<file path="src/rtl/lcd_pixel_pipe.sv">
// Pixel stage behind the LCD sync generator: windows a 1-bpp frame buffer onto the panel and expands it to RGB565.
// Optional build macro LCD_PIX_OUTLINE_EN draws a 1-pixel fg-coloured ring around the image.
module lcd_pixel_pipe #(
    parameter int IMG_W   = 100,
    parameter int IMG_H   = 100,
    parameter int POS_X   = 350,
    parameter int POS_Y   = 190,
    parameter int AW      = 16,
    parameter int RAM_LAT = 1
) (
    input  logic          clk,
    input  logic          rest_n,
    input  logic          de_in,
    input  logic [10:0]   xofs,
    input  logic [10:0]   yofs,
    output logic [AW-1:0] ram_addr,
    output logic          ram_rd,
    input  logic          ram_q,
    input  logic [15:0]   fg_color,
    input  logic [15:0]   bg_color,
    input  logic          col_wr,
    output logic          col_ack,
    output logic          frame_start,
    output logic          lcd_de,
    output logic [4:0]    lcd_r,
    output logic [5:0]    lcd_g,
    output logic [4:0]    lcd_b
);

    localparam logic [11:0] X_LO = 12'(POS_X);
    localparam logic [11:0] X_HI = 12'(POS_X + IMG_W);
    localparam logic [11:0] Y_LO = 12'(POS_Y);
    localparam logic [11:0] Y_HI = 12'(POS_Y + IMG_H);

    logic [11:0]   x_ext;
    logic [11:0]   y_ext;
    logic          in_x;
    logic          in_y;
    logic          in_win;
    logic [10:0]   x_rel;
    logic [10:0]   y_rel;
    logic [AW-1:0] addr_c;
    logic          frame_start_c;
    logic          apply_c;

    logic          de_in_q;
    logic          de_s0;
    logic [RAM_LAT-1:0] de_pipe;
    logic [RAM_LAT-1:0] win_pipe;

    logic [15:0]   fg_act;
    logic [15:0]   bg_act;
    logic [15:0]   fg_sh;
    logic [15:0]   bg_sh;
    logic          pending;
    logic [15:0]   pix_color;
    logic [15:0]   rgb;

    // Widened by one bit so POS+IMG limits near the 11-bit ceiling cannot wrap.
    assign x_ext  = {1'b0, xofs};
    assign y_ext  = {1'b0, yofs};
    assign in_x   = (x_ext >= X_LO) && (x_ext < X_HI);
    assign in_y   = (y_ext >= Y_LO) && (y_ext < Y_HI);
    assign in_win = de_in && in_x && in_y;

    assign x_rel  = xofs - 11'(POS_X);
    assign y_rel  = yofs - 11'(POS_Y);
    assign addr_c = AW'(x_rel) + AW'(y_rel) * AW'(IMG_W);

    assign frame_start_c = de_in && !de_in_q && (yofs == 11'd0);
    assign apply_c       = frame_start_c && pending;

`ifdef LCD_PIX_OUTLINE_EN
    logic               ring_x;
    logic               ring_y;
    logic               in_ring;
    logic               ring_s0;
    logic [RAM_LAT-1:0] ring_pipe;

    assign ring_x  = ((x_ext + 12'd1) >= X_LO) && (x_ext <= X_HI);
    assign ring_y  = ((y_ext + 12'd1) >= Y_LO) && (y_ext <= Y_HI);
    assign in_ring = de_in && ring_x && ring_y && !(in_x && in_y);

    always_ff @(posedge clk or negedge rest_n) begin
        if (!rest_n) begin
            ring_s0   <= 1'b0;
            ring_pipe <= '0;
        end else begin
            ring_s0      <= in_ring;
            ring_pipe[0] <= ring_s0;
            for (int i = 1; i < RAM_LAT; i++) begin
                ring_pipe[i] <= ring_pipe[i-1];
            end
        end
    end
`endif

    // S0: issue the frame-buffer read and start the DE delay line.
    // NOTE: sequential state uses non-blocking assignments so every flop samples pre-edge values.
    always_ff @(posedge clk or negedge rest_n) begin
        if (!rest_n) begin
            ram_rd   <= 1'b0;
            ram_addr <= '0;
            de_s0    <= 1'b0;
            de_in_q  <= 1'b0;
        end else begin
            ram_rd   <= in_win;
            ram_addr <= in_win ? addr_c : '0;
            de_s0    <= de_in;
            de_in_q  <= de_in;
        end
    end

    // NOTE: the delay line is reset too, so a reset mid-frame leaves no stale DE in flight.
    always_ff @(posedge clk or negedge rest_n) begin
        if (!rest_n) begin
            de_pipe  <= '0;
            win_pipe <= '0;
        end else begin
            de_pipe[0]  <= de_s0;
            win_pipe[0] <= ram_rd;
            for (int i = 1; i < RAM_LAT; i++) begin
                de_pipe[i]  <= de_pipe[i-1];
                win_pipe[i] <= win_pipe[i-1];
            end
        end
    end

    // Shadow/active colour pair; active only moves at a frame start.
    always_ff @(posedge clk or negedge rest_n) begin
        if (!rest_n) begin
            fg_act      <= 16'hFFFF;
            bg_act      <= 16'h0000;
            fg_sh       <= 16'hFFFF;
            bg_sh       <= 16'h0000;
            pending     <= 1'b0;
            col_ack     <= 1'b0;
            frame_start <= 1'b0;
        end else begin
            frame_start <= frame_start_c;
            col_ack     <= apply_c;
            if (apply_c) begin
                fg_act <= fg_sh;
                bg_act <= bg_sh;
            end
            if (col_wr) begin
                fg_sh   <= fg_color;
                bg_sh   <= bg_color;
                pending <= 1'b1;
            end else if (apply_c) begin
                pending <= 1'b0;
            end
        end
    end

    // NOTE: a default before any branch keeps this block purely combinational (no latch).
    always_comb begin
        pix_color = 16'h0000;
        if (win_pipe[RAM_LAT-1]) begin
            pix_color = ram_q ? fg_act : bg_act;
        end
`ifdef LCD_PIX_OUTLINE_EN
        else if (ring_pipe[RAM_LAT-1]) begin
            pix_color = fg_act;
        end
`endif
    end

    always_ff @(posedge clk or negedge rest_n) begin
        if (!rest_n) begin
            lcd_de <= 1'b0;
            rgb    <= 16'h0000;
        end else begin
            lcd_de <= de_pipe[RAM_LAT-1];
            rgb    <= de_pipe[RAM_LAT-1] ? pix_color : 16'h0000;
        end
    end

    assign lcd_r = rgb[15:11];
    assign lcd_g = rgb[10:5];
    assign lcd_b = rgb[4:0];

endmodule
</file>
<file path="config.mk">
export PLATFORM = sky130hd
export DESIGN_NAME = lcd_pixel_pipe
export DESIGN_NICKNAME = d
export VERILOG_FILES = /design/src/rtl/lcd_pixel_pipe.sv
export SDC_FILE = /design/constraint.sdc
export NUM_CORES = 1
export LEC_CHECK = 0
export CORE_MARGIN = 2
export CORE_UTILIZATION = 40
export CTS_BUF_LIST = sky130_fd_sc_hd__clkbuf_4 sky130_fd_sc_hd__clkbuf_8 sky130_fd_sc_hd__clkbuf_16
export CTS_CLUSTER_DIAMETER = 120
export DETAILED_ROUTE_END_ITERATION = 16
export GPL_ROUTABILITY_DRIVEN = 0
export SETUP_SLACK_MARGIN = 0.4
export SKIP_CTS_REPAIR_TIMING = 1
export SLEW_MARGIN = 20
export SYNTH_ARGS = -nofsm -noshare
export SYNTH_HDL_FRONTEND = slang
export SYNTH_SLANG_ARGS = --single-unit
</file>
<file path="constraint.sdc">
create_clock -name clk -period 3.9 [get_ports clk]
set_clock_uncertainty 0.05 [all_clocks]
set_input_delay 0.78 -clock clk [delete_from_list [all_inputs] [get_ports clk]]
set_output_delay 0.78 -clock clk [all_outputs]
set_load 0.01 [all_outputs]
</file>
==> summary.md <==
Setup violations remaining at the end of the flow were counted as 2. The share of flip-flops with an asynchronous set or reset is 1.000. The horizontal extent of the die came out at 121.1 um. The total count of max-transition violations in the final report came out at 0. The tree is rooted in a sky130_fd_sc_hd__clkbuf_16.

Setup repair after global routing could not meet its margin everywhere. By startpoint and endpoint, the worst setup path is classified as primary input to flip-flop. The checks that failed: setup timing. The area share of xor/xnor cells in the synthesized design is 0.06293. The top cell type by total area after synthesis was sky130_fd_sc_hd__dfrtp_1.

The logs give 0.1764 for the total routing usage reported by global routing and 3 for the number of levels in the clock H-tree. The antenna violation net count after detailed routing was 0. For this design the total switching power over the nets is 1233 uW. The tools report the number of antenna violations at the first check in global routing as 0.

The post-synthesis net count came out at 630. During placement, the flow inserted port buffers numbering 94. For the worst hold slack after final layout, the log shows 0.3444 ns. The tools report the detailed-route DRC error count as 0. The relative area change from synthesis to final layout came out at 44.25%.

The logs give 0.237 for the relative contribution of the clock network to total power and 13300 um^2 for the core footprint. In the synthesized netlist the dominant register cell turns out to be sky130_fd_sc_hd__dfrtp_1. The logs give 0 for the warning count from the yosys run and 0 for the antenna cell count. The fraction of the mapped netlist area in adder cells was 0.1268.

Across all layers, the routed design uses 4111 vias. The portion of the clock cycle consumed by the worst path in the final layout is 1.011, and the worst slew slack as a fraction of its limit is 0.5210. The clock network latency to the later pin of the worst-skew pair was 0.35 ns.

The fraction of layout instances using a drive strength above 1 was 0.3259. The measured slew at the worst slew-check pin was 0.7168 ns; the count of state elements after synthesis was 104. CTS saw 104 sinks.

The maximum vdd ir drop was 0.2545 mV. The die outline height was 121.1 um. The die covers 14670 um^2. Counting instances in the post-synthesis netlist gives the leading cell types as sky130_fd_sc_hd__nand2_1 (105), sky130_fd_sc_hd__dfrtp_1 (72), sky130_fd_sc_hd__ha_1 (46).

The time the final worst path needs with I/O delays and setup was 3.941 ns. For the critical path data required time, the log shows 4.12 ns. The number of rows in the core area was 42. The peak fanout along the critical path came out at 4.

The slack of the critical path is -0.04106 ns. The run gives 0.4128 as the starting density of the core. Class of the tightest hold or removal check: flip-flop to flip-flop. The most numerous cell in the Yosys netlist was sky130_fd_sc_hd__nand2_1. The logs give 9.045 mm for the detailed placer's ending HPWL and 95 for the number of top-level pins. Using the TritonRoute via totals, the vias-per-cell ratio works out to 4.831.

After clock tree synthesis, the clock-pin slew on the worst setup and hold paths is 0.07 ns. The tools report the fill cell total of the finished layout as 1131. Entering global routing, the biggest net connects 83 pins. The detailed-routing iteration count for the pre-antenna-repair pass was 4. The cell count after synthesis came out at 519.

After synthesis, the cell types taking the most area are sky130_fd_sc_hd__dfrtp_1 (33%), sky130_fd_sc_hd__dfstp_2 (15%), sky130_fd_sc_hd__ha_1 (10%), sky130_fd_sc_hd__nand2_1 (7.2%), sky130_fd_sc_hd__mux2_2 (6.6%). The share of Yosys cell area claimed by the top area cell type is 0.3283. The flow ran to the end, but the final reports show violations.

After routing, the total negative slack on setup checks comes to -0.07535 ns. The net switching fraction of the power was 0.3183; the average cell area after synthesis was 10.57 um^2. Data arrives at the worst endpoint at 4.16 ns. OpenSTA, run right after detailed placement, puts the worst setup slack at -0.9180 ns. The maximum clock insertion buffer count was 2; the TritonCTS buffer count was 9. The total overflow left after global routing is 0. STA classifies the critical path startpoint as a primary input.

TritonCTS built the clock tree. The logs give 0.4815 for the register area share after synthesis and 253.7 MHz for the upper clock frequency limit. The final layout contains 781 nets. Critical path capture point type: a flip-flop. The leakage power total is 0.003676 uW.

The mux contribution to synthesized area was 0.09485. The share of the synthesized area in compound gates (AO/OA/AOI/OAI) came out at 0.06384. After detailed routing, the total wire length is 12.83 mm. Power spread over the standard cell area amounts to 489.2 nW/um^2. The run gives 0 as the final hold violation count. The design draws 3873 uW. The cell area that synthesis handed to floorplanning was 5488 um^2. The tools report the portion of total power attributed to combinational logic as 0.466.

The detailed router finished its first iteration with 124 violations. In the final routed layout, each cell accounts on average for 15.07 um. After synthesis, the largest family of logic cells by area is simple AND/OR/NAND/NOR gates. The sequential cell area in the final layout is 2643 um^2, and the number of flops mapped to enable cells by yosys is 0. The internal power contribution came out at 2640 uW. For the share of power burned in registers, the log shows 0.296.

Number of distinct library cells after synthesis: 47. Summing all multi-input logic gate instances after layout gives 3163 um^2. The tool flagged a number of max-cap violations equal to 0. The run gives 4224 as the via count of the first global-routing pass.

Fraction of the mapped netlist area in simple logic gates: 0.1343. The first-pass GRT wire length was 20.18 mm.
[kinds of logic (layout without fill, tap and decap cells)]
group           after synthesis  after routing
mux                          48             48
xor+xnor                     37             37
fa+ha+maj                    52             52
flops                       104            104
buf+inv                      50            206
simple gates                177            177
compound gates               51             51
[final timing paths]
kind,from,endpoint,slack [ns],cells past startpoint
hold / removal,de_pipe,lcd_de,0.34,0
setup / recovery,yofs[1],ram_addr[15],-0.04,18
max in group asynchronous,rest_n,fg_sh[7],2.77,2
setup reg to reg,de_s0,bg_act[11],2.17,8
min in group asynchronous,rest_n,bg_sh[2],0.36,1
hold reg to reg,de_pipe,lcd_de,0.34,0
[critical path: stages]
cell,delay [ns]
sky130_fd_sc_hd__buf_8,0.11
sky130_fd_sc_hd__ha_4,0.18
sky130_fd_sc_hd__xor2_4,0.17
sky130_fd_sc_hd__buf_6,0.13
sky130_fd_sc_hd__ha_4,0.23
sky130_fd_sc_hd__ha_4,0.24
sky130_fd_sc_hd__ha_4,0.23
sky130_fd_sc_hd__xor2_2,0.14
sky130_fd_sc_hd__ha_1,0.34
sky130_fd_sc_hd__nor2b_4,0.15
sky130_fd_sc_hd__o31a_1,0.31
sky130_fd_sc_hd__a21oi_2,0.17
sky130_fd_sc_hd__ha_4,0.25
sky130_fd_sc_hd__a21oi_4,0.17
sky130_fd_sc_hd__o21ai_2,0.08
sky130_fd_sc_hd__and4_4,0.20
sky130_fd_sc_hd__a21o_1,0.16
sky130_fd_sc_hd__a21oi_2,0.12
[power groups by stage]
| stage | Sequential (uW) | Clock, uW | Combinational [uW] |
|---|---|---|---|
| global route | 1150 | 983 | 1970 |
| floorplan | 1160 | 0 | 885 |
| CTS | 1150 | 939 | 1380 |
| global placement | 1170 | 0 | 1340 |
| finish | 1150 | 919 | 1810 |
| detailed placement | 1170 | 0 | 1370 |
[cell type report]
type	instances	share of cell area
well taps	176	0.02782
clock inverters	4	0.006954
flip-flops and latches	104	0.3338
repair buffers	157	0.1844
clock buffers	12	0.03129
multi-input cells	365	0.3996
inverters	33	0.01612
[cells in the final DEF (no fill, tap or decap), types with 9 or more instances in the layout]
cell type,Yosys,final
sky130_fd_sc_hd__buf_6,1,9
sky130_fd_sc_hd__dfrtp_1,72,72
sky130_fd_sc_hd__nand2_1,105,104
sky130_fd_sc_hd__mux2_2,32,32
sky130_fd_sc_hd__buf_4,0,55
sky130_fd_sc_hd__ha_4,0,15
sky130_fd_sc_hd__mux2i_1,16,16
sky130_fd_sc_hd__ha_1,46,31
sky130_fd_sc_hd__clkbuf_16,0,9
sky130_fd_sc_hd__xnor2_1,24,11
sky130_fd_sc_hd__inv_1,31,26
sky130_fd_sc_hd__clkdlybuf4s50_1,0,85
sky130_fd_sc_hd__xnor2_2,1,12
sky130_fd_sc_hd__nor2_1,41,39
sky130_fd_sc_hd__dfstp_2,32,32
[layer usage]
layer / global-route usage / wire (um) / vias to the layer above
met3: 0.03853 / 611 / 17
met2: 0.3013 / 6430 / 86
met5: 0 / 0 / -
li1: - / - / 2022
met4: 0.06681 / 248 / 0
met1: 0.2185 / 5537 / 1986
[state kept, by name (all words and copies together) (netlist names), 16 cells and up]
register  flops
bg_sh        16
fg_sh        16
fg_act       16
rgb          16
ram_addr     16
bg_act       16
[metrics by stage]
step / cells / util / area, um^2
3_5_place_dp: 826 / 0.5391 / 7168
4_1_cts: 842 / 0.5619 / 7471
2_1_floorplan: 519 / - / 5677
5_1_grt: 851 / 0.5954 / 7916
6_report: 851 / 0.5954 / 7916
3_3_place_gp: 826 / 0.5391 / 7168
Power figures use the tool's default switching activity.
